File: config.mk
export PLATFORM = sky130hd
export DESIGN_NAME = customer_deposit_flat
export DESIGN_NICKNAME = d
export VERILOG_FILES = /design/src/rtl/customer_deposit_if.sv /design/src/rtl/customer_deposit.sv /design/src/flat_wrapper.sv
export SDC_FILE = /design/constraint.sdc
export NUM_CORES = 1
export LEC_CHECK = 0
export CAP_MARGIN = 40
export CORE_ASPECT_RATIO = 1.2
export CORE_UTILIZATION = 56
export DETAILED_ROUTE_END_ITERATION = 10
export PLACE_DENSITY_LB_ADDON = 0.1
export SYNTH_ARGS = -nofsm -noshare
export SYNTH_HDL_FRONTEND = slang
export SYNTH_SLANG_ARGS = --single-unit
File: constraint.sdc
create_clock -name clk -period 6.7 [get_ports clk]
set_clock_uncertainty 0.05 [all_clocks]
set_input_delay 1.34 -clock clk [delete_from_list [all_inputs] [get_ports clk]]
set_output_delay 1.34 -clock clk [all_outputs]
set_load 0.01 [all_outputs]
File: src/rtl/customer_deposit_if.sv
// customer_deposit_if: customer-side bus for the vending front end.
//   Inputs to the block: mode, coin strobe/code, selection strobe/index,
//   cancel, dispense/change acks and the owner retrieve strobe.
//   Outputs from the block: accumulator, credit, dispense/item,
//   change offer, and the coin_reject / sale_refused pulses.
//   master = stimulus side, slave = customer_deposit.
interface customer_deposit_if;
    logic       mode;
    logic       coin_valid;
    logic [1:0] coin;
    logic       sel_valid;
    logic [1:0] sel;
    logic       cancel;
    logic       dispense_ack;
    logic       change_ack;
    logic       retrieve;
    logic [4:0] machineAcc;
    logic [4:0] credit;
    logic       dispense;
    logic [1:0] item;
    logic       change_valid;
    logic [4:0] change;
    logic       coin_reject;
    logic       sale_refused;

    modport master (
        output mode, coin_valid, coin, sel_valid, sel, cancel,
               dispense_ack, change_ack, retrieve,
        input  machineAcc, credit, dispense, item, change_valid, change,
               coin_reject, sale_refused
    );

    modport slave (
        input  mode, coin_valid, coin, sel_valid, sel, cancel,
               dispense_ack, change_ack, retrieve,
        output machineAcc, credit, dispense, item, change_valid, change,
               coin_reject, sale_refused
    );
endinterface

File: src/rtl/customer_deposit.sv
// customer_deposit: coin credit collection, price check, sale accounting
// into the machine accumulator and change payout via two-phase handshake.
//   clk  rising-edge clock
//   rst  synchronous active-high reset
//   bus  customer_deposit_if.slave (see interface file for signal list)
// All outputs come straight from registers.
module customer_deposit #(
    parameter logic [4:0] PRICE0     = 5'd3,
    parameter logic [4:0] PRICE1     = 5'd5,
    parameter logic [4:0] PRICE2     = 5'd7,
    parameter logic [4:0] PRICE3     = 5'd12,
    parameter logic [4:0] MAX_CREDIT = 5'd31,
    parameter logic [4:0] ACC_MAX    = 5'd31
) (
    input logic               clk,
    input logic               rst,
    customer_deposit_if.slave bus
);
    typedef enum logic [1:0] {IDLE, COLLECT, VEND, CHANGE} state_t;

    state_t     state, state_n;
    logic [4:0] acc, acc_n, credit, credit_n, change, change_n;
    logic [1:0] item, item_n;
    logic       disp, disp_n, cv, cv_n, crej, crej_n, sref, sref_n;

    // 6-bit arithmetic so sums and differences never wrap before compare
    logic [5:0] coin_val, price, credit_sum, acc_sum, credit_diff;

    always_comb begin
        case (bus.coin)
            2'b00:   coin_val = 6'd1;
            2'b01:   coin_val = 6'd2;
            2'b10:   coin_val = 6'd5;
            default: coin_val = 6'd10;
        endcase
    end

    always_comb begin
        case (bus.sel)
            2'd0:    price = {1'b0, PRICE0};
            2'd1:    price = {1'b0, PRICE1};
            2'd2:    price = {1'b0, PRICE2};
            default: price = {1'b0, PRICE3};
        endcase
    end

    assign credit_sum  = {1'b0, credit} + coin_val;
    assign acc_sum     = {1'b0, acc} + price;
    assign credit_diff = {1'b0, credit} - price;

    always_ff @(posedge clk) begin
        if (rst) begin
            state  <= IDLE;
            acc    <= '0;
            credit <= '0;
            change <= '0;
            item   <= '0;
            disp   <= 1'b0;
            cv     <= 1'b0;
            crej   <= 1'b0;
            sref   <= 1'b0;
        end else begin
            state  <= state_n;
            acc    <= acc_n;
            credit <= credit_n;
            change <= change_n;
            item   <= item_n;
            disp   <= disp_n;
            cv     <= cv_n;
            crej   <= crej_n;
            sref   <= sref_n;
        end
    end

    always_comb begin
        state_n  = state;
        acc_n    = acc;
        credit_n = credit;
        change_n = change;
        item_n   = item;
        disp_n   = disp;
        cv_n     = cv;
        crej_n   = 1'b0;
        sref_n   = 1'b0;
        case (state)
            IDLE: begin
                if (bus.mode) begin
                    crej_n = bus.coin_valid;
                    sref_n = bus.sel_valid;
                    if (bus.retrieve) acc_n = '0;
                end else if (bus.coin_valid) begin
                    if (coin_val > {1'b0, MAX_CREDIT}) begin
                        crej_n = 1'b1;
                    end else begin
                        credit_n = credit_sum[4:0];
                        state_n  = COLLECT;
                    end
                end
            end
            COLLECT: begin
                // mode is deliberately not looked at: a started sale finishes
                if (bus.cancel) begin
                    crej_n   = bus.coin_valid;
                    change_n = credit;
                    credit_n = '0;
                    cv_n     = 1'b1;
                    state_n  = CHANGE;
                end else if (bus.sel_valid) begin
                    crej_n = bus.coin_valid;
                    if (({1'b0, credit} < price) || (acc_sum > {1'b0, ACC_MAX})) begin
                        sref_n = 1'b1;
                    end else begin
                        acc_n    = acc_sum[4:0];
                        change_n = credit_diff[4:0];
                        credit_n = '0;
                        item_n   = bus.sel;
                        disp_n   = 1'b1;
                        state_n  = VEND;
                    end
                end else if (bus.coin_valid) begin
                    if (credit_sum > {1'b0, MAX_CREDIT}) crej_n = 1'b1;
                    else                                 credit_n = credit_sum[4:0];
                end
            end
            VEND: begin
                crej_n = bus.coin_valid;
                if (bus.dispense_ack) begin
                    disp_n = 1'b0;
                    if (change != '0) begin
                        cv_n    = 1'b1;
                        state_n = CHANGE;
                    end else begin
                        state_n = IDLE;
                    end
                end
            end
            default: begin // CHANGE
                crej_n = bus.coin_valid;
                if (bus.change_ack) begin
                    cv_n     = 1'b0;
                    change_n = '0;
                    state_n  = IDLE;
                end
            end
        endcase
    end

    assign bus.machineAcc   = acc;
    assign bus.credit       = credit;
    assign bus.dispense     = disp;
    assign bus.item         = item;
    assign bus.change_valid = cv;
    assign bus.change       = change;
    assign bus.coin_reject  = crej;
    assign bus.sale_refused = sref;
endmodule

File: src/flat_wrapper.sv
// flat-port wrapper written by rule: the top's interface ports become plain ports
module customer_deposit_flat 
#(
    parameter logic [4:0] PRICE0     = 5'd3,
    parameter logic [4:0] PRICE1     = 5'd5,
    parameter logic [4:0] PRICE2     = 5'd7,
    parameter logic [4:0] PRICE3     = 5'd12,
    parameter logic [4:0] MAX_CREDIT = 5'd31,
    parameter logic [4:0] ACC_MAX    = 5'd31
)
  (clk, rst, bus_mode, bus_coin_valid, bus_coin, bus_sel_valid, bus_sel, bus_cancel, bus_dispense_ack, bus_change_ack, bus_retrieve, bus_machineAcc, bus_credit, bus_dispense, bus_item, bus_change_valid, bus_change, bus_coin_reject, bus_sale_refused);
  customer_deposit_if bus_i ();
  input logic clk;
  input logic rst;
  input wire logic [$bits(bus_i.mode)-1:0] bus_mode;
  input wire logic [$bits(bus_i.coin_valid)-1:0] bus_coin_valid;
  input wire logic [$bits(bus_i.coin)-1:0] bus_coin;
  input wire logic [$bits(bus_i.sel_valid)-1:0] bus_sel_valid;
  input wire logic [$bits(bus_i.sel)-1:0] bus_sel;
  input wire logic [$bits(bus_i.cancel)-1:0] bus_cancel;
  input wire logic [$bits(bus_i.dispense_ack)-1:0] bus_dispense_ack;
  input wire logic [$bits(bus_i.change_ack)-1:0] bus_change_ack;
  input wire logic [$bits(bus_i.retrieve)-1:0] bus_retrieve;
  output wire logic [$bits(bus_i.machineAcc)-1:0] bus_machineAcc;
  output wire logic [$bits(bus_i.credit)-1:0] bus_credit;
  output wire logic [$bits(bus_i.dispense)-1:0] bus_dispense;
  output wire logic [$bits(bus_i.item)-1:0] bus_item;
  output wire logic [$bits(bus_i.change_valid)-1:0] bus_change_valid;
  output wire logic [$bits(bus_i.change)-1:0] bus_change;
  output wire logic [$bits(bus_i.coin_reject)-1:0] bus_coin_reject;
  output wire logic [$bits(bus_i.sale_refused)-1:0] bus_sale_refused;
  assign bus_i.mode = bus_mode;
  assign bus_i.coin_valid = bus_coin_valid;
  assign bus_i.coin = bus_coin;
  assign bus_i.sel_valid = bus_sel_valid;
  assign bus_i.sel = bus_sel;
  assign bus_i.cancel = bus_cancel;
  assign bus_i.dispense_ack = bus_dispense_ack;
  assign bus_i.change_ack = bus_change_ack;
  assign bus_i.retrieve = bus_retrieve;
  assign bus_machineAcc = bus_i.machineAcc;
  assign bus_credit = bus_i.credit;
  assign bus_dispense = bus_i.dispense;
  assign bus_item = bus_i.item;
  assign bus_change_valid = bus_i.change_valid;
  assign bus_change = bus_i.change;
  assign bus_coin_reject = bus_i.coin_reject;
  assign bus_sale_refused = bus_i.sale_refused;
  customer_deposit #(.PRICE0(PRICE0), .PRICE1(PRICE1), .PRICE2(PRICE2), .PRICE3(PRICE3), .MAX_CREDIT(MAX_CREDIT), .ACC_MAX(ACC_MAX)) u_core (.clk(clk), .rst(rst), .bus(bus_i));
endmodule
* Word level (Yosys, flattened, before mapping)
Index checks and enable logic that the tools add are counted.
Cells by class: add/sub/neg operators 3, magnitude comparators 4, eq/ne operators 22, mux-type cells 55, bitwise operators 4, reductions and logical operators 18
Operator list (count):
- $mux 5 | 17
- $pmux 5 s2 | 3
- $pmux 4 s3 | 2
- $ne 2x2->1 const B | 10
- $mux 1 | 19
- $mux 2 | 9
- $reduce_and 7->1 | 2
- $add 5x4->6 | 2
- $gt 6x5->1 const B | 2
- $ne 4x4->1 const B | 3
- $reduce_and 5->1 | 2
- $reduce_and 4->1 | 2
- $eq 2x1->1 const B | 3
- $eq 2x2->1 const B | 3
- $logic_not 2->1 | 3
- $ne 3x3->1 const B | 2
- $pmux 1 s2 | 3
- $pmux 2 s3 | 1
- $reduce_and 6->1 | 1
- $reduce_bool 2->1 | 3
- $gt 4x5->1 const B | 1
- $lt 5x4->1 | 1
- $reduce_bool 5->1 | 1
- $sub 5x4->5 | 1
- 7 further kinds | 10
Storage, ports and cells: flip-flop bits (word level) 23, input bits 13, output and inout port bits 21, word-level logic and storage cells 115

* Longest topological paths before layout
Gate-level depths: netlist of run 1.
word-level depth 9, mapped depth 8, depth with buffers taken out 8

* Worst setup path before layout of run 1
OpenSTA, ideal clock, no wires.
kind input -> register, start point input bus_sel[1], end point register u_core.disp (netlist: u_core.bus.dispense), setup time 0.123 ns, arrival 3.017 ns, data required time 6.527 ns, path slack 3.509 ns, stages on the path 7, buffers on the path 0, cell sequence or2_2 > ha_1 > and3_1 > a22oi_1 > o2111ai_1 > a21oi_1 > mux2_1
On the way: cells in the longest elaborated chain, start to end 7, elaborated cells on any way between the ends 10, those cells by class 1 x add/sub; 2 x order compare; 3 x eq/ne; 1 x mux; 3 x reduce/logical
Ends and longest elaborated chain:
- from (decl) | line flat_wrapper.sv:19 | input wire logic [$bits(bus_i.sel)-1:0] bus_sel;
- $eq 2x2->1 (tied with other cells) | line customer_deposit.sv:39 | case (bus.sel)
- $pmux 4 s3 (*) | line customer_deposit.sv:39
- $add 5x4->6 | line customer_deposit.sv:48 | assign acc_sum = {1'b0, acc} + price;
- $gt 6x5->1 | line customer_deposit.sv:110 | if (({1'b0, credit} < price) || (acc_sum > {1'b0, ACC_MAX})) begin
- $logic_or 1x1->1 (*) | line customer_deposit.sv:110
- $ne 2x2->1 (no source line) (*)
- $reduce_and 5->1 (no source line) (*)
- to (signal assigned) | line customer_deposit.sv:68 | disp <= disp_n;
- to (decl) | line customer_deposit.sv:24 | logic disp, disp_n, cv, cv_n, crej, crej_n, sref, sref_n;
Every way passes the cells marked *; elsewhere a longest branch is shown, timed or not. A chain may end at the register's enable or synchronous reset.

* Final worst setup path of run 1
start point input bus_sel[0], end point register u_core.change[4] (netlist: u_core.bus.change[4])
On the way: cells in the longest elaborated chain, start to end 7, elaborated cells on any way between the ends 15, those cells by class 2 x add/sub; 2 x order compare; 3 x eq/ne; 5 x mux; 3 x reduce/logical
Ends and longest elaborated chain:
- $eq 2x2->1 (tied with other cells) | line customer_deposit.sv:39
- $pmux 4 s3 (*) | line customer_deposit.sv:39
- $add 5x4->6 or $sub 5x4->5 (tied branches) | line customer_deposit.sv:48, customer_deposit.sv:49
- $gt 6x5->1 or $mux 5 (tied branches) | line customer_deposit.sv:110
- $logic_or 1x1->1 or $mux 5 (tied branches) | line customer_deposit.sv:110, customer_deposit.sv:108
- $ne 3x3->1 (no source line) or $mux 5 (tied branches)
- $reduce_and 4->1 (no source line) or $pmux 5 s2 (tied branches)
- to (signal assigned) | line customer_deposit.sv:66 | change <= change_n;
- to (decl) | line customer_deposit.sv:22 | logic [4:0] acc, acc_n, credit, credit_n, change, change_n;
Every way passes the cells marked *; elsewhere a longest branch is shown, timed or not. The select of a mux whose other input is x is not followed.

==> metrics.txt, run 1 <==
# TYPE chip_impl_metric gauge
chip_impl_info{name="outcome",value="complete, no violations"} 1
chip_impl_metric{name="total_leakage_power",unit="nW"} 0.936
chip_impl_metric{name="final.setup.tns",unit="ns"} 0
chip_impl_metric{name="drv_cap",unit=""} 0
chip_impl_info{name="timing.setup.critical_path_class",value="input pin to flop"} 1
chip_impl_metric{name="required",unit="ns"} 6.89
chip_impl_metric{name="report.final.slew_viol_count",unit=""} 0
chip_impl_metric{name="synth_compound_gate_area_share",unit=""} 0.304
chip_impl_metric{name="die-area",unit="sq um"} 3500
chip_impl_metric{name="netlist_area_pre_place",unit="sq um"} 1830
chip_impl_metric{name="min_delay_path_depth",unit=""} 2
chip_impl_metric{name="post-dp-hpwl",unit="um"} 3380
chip_impl_metric{name="fin_nets",unit=""} 285
chip_impl_metric{name="coreArea",unit="sq um"} 3080
chip_impl_metric{name="antenna_found_initial",unit=""} 0
chip_impl_metric{name="initial_drc_count",unit=""} 84
chip_impl_metric{name="layout_min_cycle_time",unit="ns"} 3.59
chip_impl_metric{name="gr-total-overflow",unit=""} 0
chip_impl_metric{name="die_width",unit="um"} 54.1
chip_impl_metric{name="grt_use_total",unit=""} 0.275
chip_impl_metric{name="reg2reg_setup_slack",unit="ns"} 4.44
chip_impl_metric{name="max_slew_headroom",unit=""} 0.540
chip_impl_info{name="tritoncts",value="yes"} 1
chip_impl_metric{name="post_synth_fa_ha_maj_area_fraction",unit=""} 0.142
chip_impl_metric{name="synthDistinctLibCells",unit=""} 53
chip_impl_metric{name="cts_sinks",unit=""} 23
chip_impl_metric{name="die_height",unit="um"} 64.6
chip_impl_info{name="whs_endpoint",value="u_core.bus.item[1]"} 1
chip_impl_info{name="cts-root-buf",value="clkbuf_4"} 1
chip_impl_metric{name="simple_logic_cell_fraction_of_the_synthesized_area",unit=""} 0.170
chip_impl_metric{name="netlist_instances",unit=""} 221
chip_impl_metric{name="synth_area_per_cell",unit="sq um"} 8.27
chip_impl_info{name="leading_cell_type_in_the_layout_fill_and_taps_excluded",value="clkdlybuf4s50_1"} 1
chip_impl_metric{name="synth_seq_cells",unit=""} 23
chip_impl_metric{name="place.port_buffers",unit=""} 33
chip_impl_metric{name="areaGrowthSynthToFinish",unit="%"} 20.7
chip_impl_metric{name="cts_buffers",unit=""} 3
chip_impl_metric{name="synth-edff-count",unit=""} 0
chip_impl_metric{name="cts_max_level",unit=""} 1
chip_impl_metric{name="avgRoutedWirePerCell",unit="um"} 15.5
chip_impl_metric{name="grt_start_max_net_pins",unit=""} 17
chip_impl_metric{name="crit_arrival",unit="ns"} 3.78
chip_impl_metric{name="finalWirelength",unit="um"} 4470
chip_impl_metric{name="synth_nets",unit=""} 253
chip_impl_metric{name="placed_cell_area",unit="sq um"} 2180
chip_impl_metric{name="place_congestion",unit=""} 0.918
chip_impl_info{name="synth_top_family_by_area",value="compound AO/OA/AOI/OAI gates"} 1
chip_impl_metric{name="rows",unit=""} 22
chip_impl_metric{name="ff2ff_path_depth",unit=""} 6
chip_impl_metric{name="design.portCount",unit=""} 34
chip_impl_metric{name="post-route-drc-count",unit=""} 0
chip_impl_metric{name="cts.clk_slew.worst_paths",unit="ns"} 0.14
chip_impl_info{name="path_cells",value="clkdlybuf4s50_1 -> or2_2 -> inv_1 -> ha_1 -> nor2_1 -> a21oi_4 -> o31ai_2 -> or3_4 -> o41ai_2"} 1
chip_impl_metric{name="clock_insertion_delay_worst_skew",unit="ns"} 0.32
chip_impl_metric{name="power_density",unit="nW/um^2"} 222
chip_impl_metric{name="final_antenna_net_count",unit=""} 0
chip_impl_metric{name="finalInstanceArea",unit="sq um"} 2200
chip_impl_info{name="worstHoldPathType",value="flop to flop"} 1
chip_impl_metric{name="finalSetupViolCount",unit=""} 0
chip_impl_info{name="grt_setup_unrepaired",value="no"} 1
chip_impl_metric{name="vdd.ir_drop.worst",unit="mV"} 0.156
chip_impl_metric{name="critical_path.max_stage_delay",unit="ns"} 0.52
chip_impl_metric{name="share_of_cell_area_taken_by_muxes_after_synthesis",unit=""} 0.0555
chip_impl_info{name="synth_top_flop_cell",value="dfxtp_1"} 1
chip_impl_info{name="crit_path_end_kind",value="flop"} 1
chip_impl_metric{name="max_slew.worst_pin.slew",unit="ns"} 0.688
chip_impl_metric{name="wire_length_of_the_first_global_routing_pass",unit="um"} 7200
chip_impl_metric{name="cts_post_setup_buffers_inserted",unit=""} 0
chip_impl_metric{name="antenna-diode-count",unit=""} 0
chip_impl_metric{name="synth_sequential_area_ratio",unit=""} 0.252
chip_impl_info{name="rr_startpoint",value="u_core.state[1]"} 1
chip_impl_metric{name="vias_in_the_first_global_route",unit=""} 1560
chip_impl_metric{name="detail_route.vias_per_cell",unit=""} 6.18
chip_impl_metric{name="fmax",unit="GHz"} 0.278
chip_impl_metric{name="min_period_over_period",unit=""} 0.536
chip_impl_metric{name="synth_xor_xnor_area_share",unit=""} 0.0240
chip_impl_metric{name="synth.yosys.warnings",unit=""} 0
chip_impl_metric{name="floorplan.initialDensity",unit=""} 0.593
chip_impl_metric{name="hold_buffers",unit=""} 0
chip_impl_metric{name="dr_pass1_iterations",unit=""} 7
chip_impl_metric{name="critical_path.max_fanout",unit=""} 7
chip_impl_info{name="setup.worst_path.start_class",value="input pin"} 1
chip_impl_info{name="regToRegEndpoint",value="u_core.bus.credit[0]"} 1
chip_impl_metric{name="via_count",unit=""} 1780
chip_impl_metric{name="cts_resized",unit=""} 0
chip_impl_info{name="top_library_cells_by_usage_in_the_layout_fill_and_taps_aside",value="clkdlybuf4s50_1 (33), dfxtp_1 (23), nand2_1 (22)"} 1
chip_impl_info{name="holdCritStartpoint",value="u_core.bus.item[1]"} 1
chip_impl_info{name="critical_path.slowest_cell",value="clkdlybuf4s50_1"} 1
chip_impl_metric{name="fin_hold_ws",unit="ns"} 0.442
chip_impl_metric{name="clk_path_buf_depth",unit=""} 2
chip_impl_metric{name="final_layout_size_suffix_gt1_frac",unit=""} 0.0635
chip_impl_metric{name="async_reset_ff_frac",unit=""} 0
chip_impl_metric{name="final_hold_viol_count",unit=""} 0
## stage by stage
| stage | instances | utilization | worst slack (ns) | total power, W |
|---|---|---|---|---|
| global placement | 284 | 0.706 | 2.87 | 0.000416 |
| floorplan | 221 | - | 3.51 | 0.000345 |
| global route | 288 | 0.715 | 3.01 | 0.000524 |
| finish | 288 | 0.715 | 3.11 | 0.000489 |
| detailed placement | 284 | 0.706 | 2.82 | 0.000421 |
| CTS | 288 | 0.715 | 3.14 | 0.000487 |
## routing by layer
metal  track usage  share of wire  routed length [um]
met5             0              0                   0
met4        0.0929          0.023                 104
met3        0.0423          0.054                 240
met2         0.442           0.48                2150
met1         0.361           0.44                1980
## power breakdown
group	switching, W	total [W]	leakage, nW	internal [W]
Combinational	0.000146	0.000252	0.732	0.000106
Sequential	0.0000164	0.000169	0.186	0.000152
Clock	0.0000460	0.0000684	0.0177	0.0000224
## how the worst max path moves through the flow
stage	slack, ns	end	startpoint
floorplan	3.51	u_core.bus.dispense	bus_sel[1]
detailed placement	2.82	u_core.bus.change[4]	bus_sel[0]
CTS	3.14	u_core.bus.change[4]	bus_sel[0]
global route	3.01	u_core.bus.machineAcc[4]	bus_sel[0]
global placement	2.87	u_core.bus.credit[4]	bus_sel[0]
finish	3.11	u_core.bus.change[4]	bus_sel[0]
## synth_stat cells, types with 3 or more instances
| library cell | instances | area [sq um] |
|---|---|---|
| a21o_1 | 6 | 45.0 |
| o311ai_0 | 4 | 35.0 |
| mux2i_1 | 9 | 90.1 |
| xnor2_1 | 3 | 26.3 |
| o21ai_1 | 7 | 35.0 |
| dfxtp_1 | 23 | 460 |
| nor2_1 | 16 | 60.1 |
| nand3_1 | 5 | 25.0 |
| nor2b_1 | 3 | 18.8 |
| ha_1 | 16 | 200 |
| a211oi_1 | 7 | 52.6 |
| nand2_1 | 22 | 82.6 |
| o31ai_1 | 5 | 37.5 |
| o32a_1 | 4 | 40.0 |
| nand2b_1 | 3 | 18.8 |
| a21oi_1 | 17 | 85.1 |
| o21ai_0 | 3 | 15.0 |
| inv_1 | 14 | 52.6 |
| nor3_1 | 3 | 15.0 |
| clkbuf_1 | 4 | 15.0 |
| fa_1 | 3 | 60.1 |
## flip-flops by register name (all words and copies together) (netlist names)
name / count
u_core.bus.machineAcc: 5
u_core.bus.change: 5
u_core.bus.dispense: 1
u_core.bus.credit: 5
u_core.bus.change_valid: 1
u_core.bus.item: 2
u_core.state: 2
u_core.bus.sale_refused: 1
u_core.bus.coin_reject: 1
## critical path, delay by kind of cell
family                   cells  cell delay, ns
AO/OA/AOI/OAI                3            0.74
adder cells (fa/ha/maj)      1            0.22
buffers and inverters        2            0.60
AND/OR/NAND/NOR              3            0.87
## final cells by class
type                       instances  area, sq um
inverter                          18         70.1
clock buffer                       3         22.5
sequential                        23          460
tap                               36         45.0
multi-input combinational        174         1270
clock inverter                     1         5.00
timing repair buffer              33          330
fill                             262          878
## logic make-up (layout without fill, tap and decap cells)
group | after synthesis | after routing
compound gates | 75 | 75
xor+xnor | 5 | 5
fa+ha+maj | 19 | 19
buf+inv | 24 | 55
flops | 23 | 23
mux | 10 | 10
simple gates | 65 | 65
Power figures use the tool's default switching activity.
==> inputs of run 2 (changes only) <==
Settings changed: CORE_UTILIZATION 56 to 52.
Clock period 6.7 ns to 3.48 ns, I/O delays scaled along.
==> metrics.txt, run 2 (same netlist as run 1, synthesis figures left out) <==
# TYPE chip_impl_metric gauge
chip_impl_metric{name="cts_post_setup_buffers_inserted",unit=""} 0
chip_impl_metric{name="die-area",unit="sq um"} 3750
chip_impl_metric{name="totalPowerFinal",unit="W"} 0.000984
chip_impl_metric{name="final_hold_viol_count",unit=""} 0
chip_impl_metric{name="required",unit="ns"} 3.60
chip_impl_info{name="critPathTopFamily",value="simple AND/OR/NAND/NOR gates"} 1
chip_impl_metric{name="num-fill-cells",unit=""} 288
chip_impl_metric{name="drv_cap",unit=""} 0
chip_impl_metric{name="wl_met2",unit="um"} 2010
chip_impl_metric{name="final.setup.tns",unit="ns"} 0
chip_impl_metric{name="clk_path_buf_depth",unit=""} 2
chip_impl_metric{name="power_density",unit="nW/um^2"} 439
chip_impl_metric{name="wire_length_of_the_first_global_routing_pass",unit="um"} 7090
chip_impl_metric{name="max_slew.worst_pin.slew",unit="ns"} 0.680
chip_impl_metric{name="grt_use_total",unit=""} 0.238
chip_impl_metric{name="cts_sinks",unit=""} 23
chip_impl_metric{name="cts_buffers",unit=""} 3
chip_impl_metric{name="critical_path.max_fanout",unit=""} 6
chip_impl_metric{name="antenna_found_initial",unit=""} 0
chip_impl_metric{name="vdd.ir_drop.worst",unit="mV"} 0.298
chip_impl_metric{name="final_antenna_net_count",unit=""} 0
chip_impl_metric{name="route.layer.met1.wl",unit="um"} 2050
chip_impl_info{name="critical_path.slowest_cell",value="clkdlybuf4s50_1"} 1
chip_impl_metric{name="post-dp-hpwl",unit="um"} 3330
chip_impl_metric{name="cts_max_level",unit=""} 1
chip_impl_metric{name="fin_hold_ws",unit="ns"} 0.446
chip_impl_metric{name="max_slew_headroom",unit=""} 0.545
chip_impl_info{name="setup.worst_path.start_class",value="input pin"} 1
chip_impl_metric{name="layout.core_utilization",unit=""} 0.671
chip_impl_metric{name="min_period_over_period",unit=""} 0.875
chip_impl_metric{name="place_congestion",unit=""} 0.893
chip_impl_info{name="top_library_cells_by_usage_in_the_layout_fill_and_taps_aside",value="clkdlybuf4s50_1 (33), dfxtp_1 (23), nand2_1 (22)"} 1
chip_impl_metric{name="cts_resized",unit=""} 0
chip_impl_metric{name="total_leakage_power",unit="nW"} 0.950
chip_impl_info{name="topmost_layer_with_routed_signal_wires",value="met4"} 1
chip_impl_info{name="cts-root-buf",value="clkbuf_8"} 1
chip_impl_info{name="crit_path_end_kind",value="flop"} 1
chip_impl_metric{name="initial_drc_count",unit=""} 71
chip_impl_metric{name="gr-total-overflow",unit=""} 0
chip_impl_metric{name="coreArea",unit="sq um"} 3340
chip_impl_info{name="timing.setup.critical_path_class",value="input pin to flop"} 1
chip_impl_metric{name="grt_start_max_net_pins",unit=""} 17
chip_impl_metric{name="finalNonFillerCells",unit=""} 291
chip_impl_metric{name="post-route-drc-count",unit=""} 0
chip_impl_metric{name="cp.buffers_inverters",unit=""} 1
chip_impl_metric{name="clock_insertion_delay_worst_skew",unit="ns"} 0.27
chip_impl_metric{name="avgRoutedWirePerCell",unit="um"} 14.9
chip_impl_metric{name="final_layout_size_suffix_gt1_frac",unit=""} 0.0669
chip_impl_info{name="worstHoldPathType",value="flop to flop"} 1
chip_impl_metric{name="fmax",unit="GHz"} 0.329
chip_impl_metric{name="finalSetupViolCount",unit=""} 0
chip_impl_metric{name="place.port_buffers",unit=""} 33
chip_impl_metric{name="cts.clk_slew.worst_paths",unit="ns"} 0.09
chip_impl_metric{name="critical_path.max_stage_delay",unit="ns"} 0.52
chip_impl_metric{name="finalWirelength",unit="um"} 4330
chip_impl_metric{name="hold_buffers",unit=""} 0
chip_impl_info{name="tritoncts",value="yes"} 1
chip_impl_info{name="leading_cell_type_in_the_layout_fill_and_taps_excluded",value="clkdlybuf4s50_1"} 1
chip_impl_metric{name="areaGrowthSynthToFinish",unit="%"} 22.5
chip_impl_metric{name="placed_cells_incl_taps",unit=""} 287
chip_impl_info{name="path_cells",value="clkdlybuf4s50_1 -> or2_2 -> ha_1 -> and3_1 -> a21oi_1 -> nor2_1 -> or3_4 -> o41ai_2"} 1
chip_impl_metric{name="detail_route.vias_per_cell",unit=""} 6.07
chip_impl_metric{name="antenna-diode-count",unit=""} 0
chip_impl_metric{name="die_height",unit="um"} 66.9
chip_impl_info{name="outcome",value="complete, no violations"} 1
chip_impl_metric{name="dr_wl_met3",unit="um"} 185
chip_impl_metric{name="via_count",unit=""} 1765
chip_impl_metric{name="fin_nets",unit=""} 287
chip_impl_metric{name="design.portCount",unit=""} 34
chip_impl_metric{name="layout_min_cycle_time",unit="ns"} 3.04
chip_impl_metric{name="crit_arrival",unit="ns"} 3.16
chip_impl_info{name="grt_setup_unrepaired",value="no"} 1
chip_impl_metric{name="vias_in_the_first_global_route",unit=""} 1553
chip_impl_metric{name="floorplan.initialDensity",unit=""} 0.547
chip_impl_metric{name="rows",unit=""} 23
chip_impl_metric{name="die_width",unit="um"} 56.1
chip_impl_metric{name="report.final.slew_viol_count",unit=""} 0
chip_impl_metric{name="dr_pass1_iterations",unit=""} 4
run 2: metal layers:
| layer | vias to the layer above | GRT usage |
|---|---|---|
| met5 | - | 0 |
| met4 | 0 | 0.0793 |
| met3 | 10 | 0.0330 |
| met2 | 59 | 0.408 |
| met1 | 810 | 0.307 |
| li1 | 886 | - |
run 2: cell type report:
cell class	count	area, sq um	area share
timing repair buffer	35	345	0.154
inverter	18	70.1	0.0313
sequential	23	460	0.206
multi-input combinational	174	1270	0.568
clock buffer	4	45.0	0.0201
tap	37	46.3	0.0207
run 2: worst register-to-register path, cell delays in order (launching register included):
cell	delay (ns)
dfxtp_1	0.41
inv_1	0.09
ha_1	0.35
nor2b_1	0.26
nand3_1	0.12
o31ai_2	0.13
or3_4	0.43
o41ai_2	0.29
run 2: where the power goes:
part	internal, W	switching [W]
clock	0.0000820	0.0000934
combinational	0.000208	0.000277
sequential	0.000293	0.0000303
total	0.000583	0.000401
run 2: final timing paths:
| kind | start | to | slack [ns] | depth (start not counted) |
|---|---|---|---|---|
| max | bus_sel[0] | u_core.bus.change[4] | 0.44 | 8 |
| min | u_core.bus.item[1] | u_core.bus.item[1] | 0.45 | 2 |
| max reg2reg | u_core.state[1] | u_core.bus.change[4] | 1.26 | 7 |
| min reg2reg | u_core.bus.item[1] | u_core.bus.item[1] | 0.45 | 2 |
run 2: stage by stage:
stage                     worst slack [ns]  area [sq um]
final                                0.436          2240
after global routing                 0.291          2240
after CTS                            0.440          2240
after detailed placement             0.182          2190
after global placement               0.241          2190
after floorplan                      0.933          1830
==> RTL change (settings of run 1) <==
Encoding of `state_t`: now one-hot (4 bits for 4 states).
--- a/src/rtl/customer_deposit.sv
+++ b/src/rtl/customer_deposit.sv
@@ -16,7 +16,7 @@
     input logic               rst,
     customer_deposit_if.slave bus
 );
-    typedef enum logic [1:0] {IDLE, COLLECT, VEND, CHANGE} state_t;
+    typedef enum logic [3:0] {IDLE = 4'b0001, COLLECT = 4'b0010, VEND = 4'b0100, CHANGE = 4'b1000} state_t;
 
     state_t     state, state_n;
     logic [4:0] acc, acc_n, credit, credit_n, change, change_n;
Formal check against the unedited RTL: same outputs for any inputs over 4 cycles, from zero or initial values and one cycle with rst high; so few cycles prove little.
==> RTL change against run 1 <==
Total power is 15% lower. Worst setup slack worse by 0.25 ns. Utilization is 0.051 points higher. Cell area is 0.96% higher. Register-to-register slack worse by 0.26 ns. First-iteration DRC count is 21% lower. Clock power is 2% higher. Combinational power is 33% lower. Sequential share of layout area is 1.6 points higher. Hold slack worse by 0.0035 ns. Final cell count is 3.1% lower. Synthesized area is 2.6% higher. Wire length is 4.2% higher. Sequential cell count is 2 higher. Critical endpoint unchanged.
==> RTL change: results (changes against run 1) <==
global_routing:
  grt_max_degree: 26  # was 17
  grt_pass1_wl_um: 7560  # was 7200 um
  track_usage_pct: 28.4  # was 27.5%
  grt_pass1_vias: 1732  # was 1560
power:
  ir_worst_vdd_mv: 0.131  # was 0.156 mV
  pg_comb_w: 0.000168  # was 0.000252 W
  power.switching_w: 0.000158  # was 0.000208 W
  cell_internal_pwr_w: 0.000255  # was 0.000281 W
critical_path:
  worstPathMaxFanout: 10  # was 7
sta:
  maxSlewHeadroom_pct: 38.4  # was 54.0%
synthesis:
  ys_types: 56  # was 53
  synth_area_leaders: "dfxtp_1 (27%), ha_1 (8.0%), a21oi_1 (4.5%)"  # was dfxtp_1 (25%), ha_1 (11%), mux2i_1 (4.9%)
  syn_inst: 215  # was 221
  ys_seq_area_share_pct: 26.7  # was 25.2%
finish:
  drive_gt1_share_pct: 5.35  # was 6.35%
  fin_nets: 272  # was 285
placement:
  dp.cells: 275  # was 284
  dp_hpwl_um: 3620  # was 3380 um
  post_dp_cell_area_um2: 2200  # was 2180 um2
routing:
  wl_met1_um: 1890  # was 1980 um
  drtIter0Drc: 66  # was 84
  num_vias: 1857  # was 1780
  wl_met2_um: 2320  # was 2150 um
  wire_per_inst_um: 16.7  # was 15.5 um
  vias_per_cell: 6.66  # was 6.18
outcome:
  outcome: "finished, final reports clean"  # unchanged
==> RTL change: cell count changes after synthesis, sizes merged, moves of 3 or more <==
cell	change
a211oi	-3
buf	+4
ha	-4
inv	-5
nand2	-10
nor2	+4
nor4b	+3
o32a	-4
o41ai	+4
or4b	+3
==> RTL change: per-layer routing <==
metal  track usage [%]  vias to the layer above
li1                  -                      873
met1              32.4                      879
met2              49.5                       95
met3              4.86                       10
met4              11.9                        0
met5                 0                        -
==> RTL change: cells by family after synthesis <==
family	synth area share, %
muxes	4.34
xor gates and xnor gates	2.34
and+or+nand+nor	20.0
AOI/OAI and AO/OA	30.1
DFF	26.7
buffers and inverters	5.27
adders and majority gates	11.2
==> RTL change: layout make-up <==
class	count	area (um2)
timing repair buffer	34	338
fill	253	885
sequential	25	500
clock buffer	4	26.3
multi-input combinational	169	1270
tap	36	45.0
inverter	11	41.3
==> RTL change: worst reg2reg max path: stages, from the launching register on <==
cell      delay (ns)
dfxtp_1         0.50
nor4b_2         0.54
buf_4           0.25
nand2b_1        0.12
nor2_1          0.50
or3_1           0.31
o41ai_1         0.10
==> RTL change: path summary, 6_finish.rpt <==
| kind | start | endpoint | slack, ns | depth (start not counted) |
|---|---|---|---|---|
| hold / removal | u_core.bus.change_valid$_SDFFE_PP0P_ | u_core.bus.change_valid$_SDFFE_PP0P_ | 0.44 | 2 |
| hold reg to reg | u_core.bus.change_valid$_SDFFE_PP0P_ | u_core.bus.change_valid$_SDFFE_PP0P_ | 0.44 | 2 |
| setup reg to reg | u_core.state[1]$_SDFFE_PP0P_ | u_core.bus.change[4]$_SDFFE_PP0P_ | 4.18 | 6 |
| setup / recovery | bus_sel[0] | u_core.bus.change[4]$_SDFFE_PP0P_ | 2.86 | 9 |
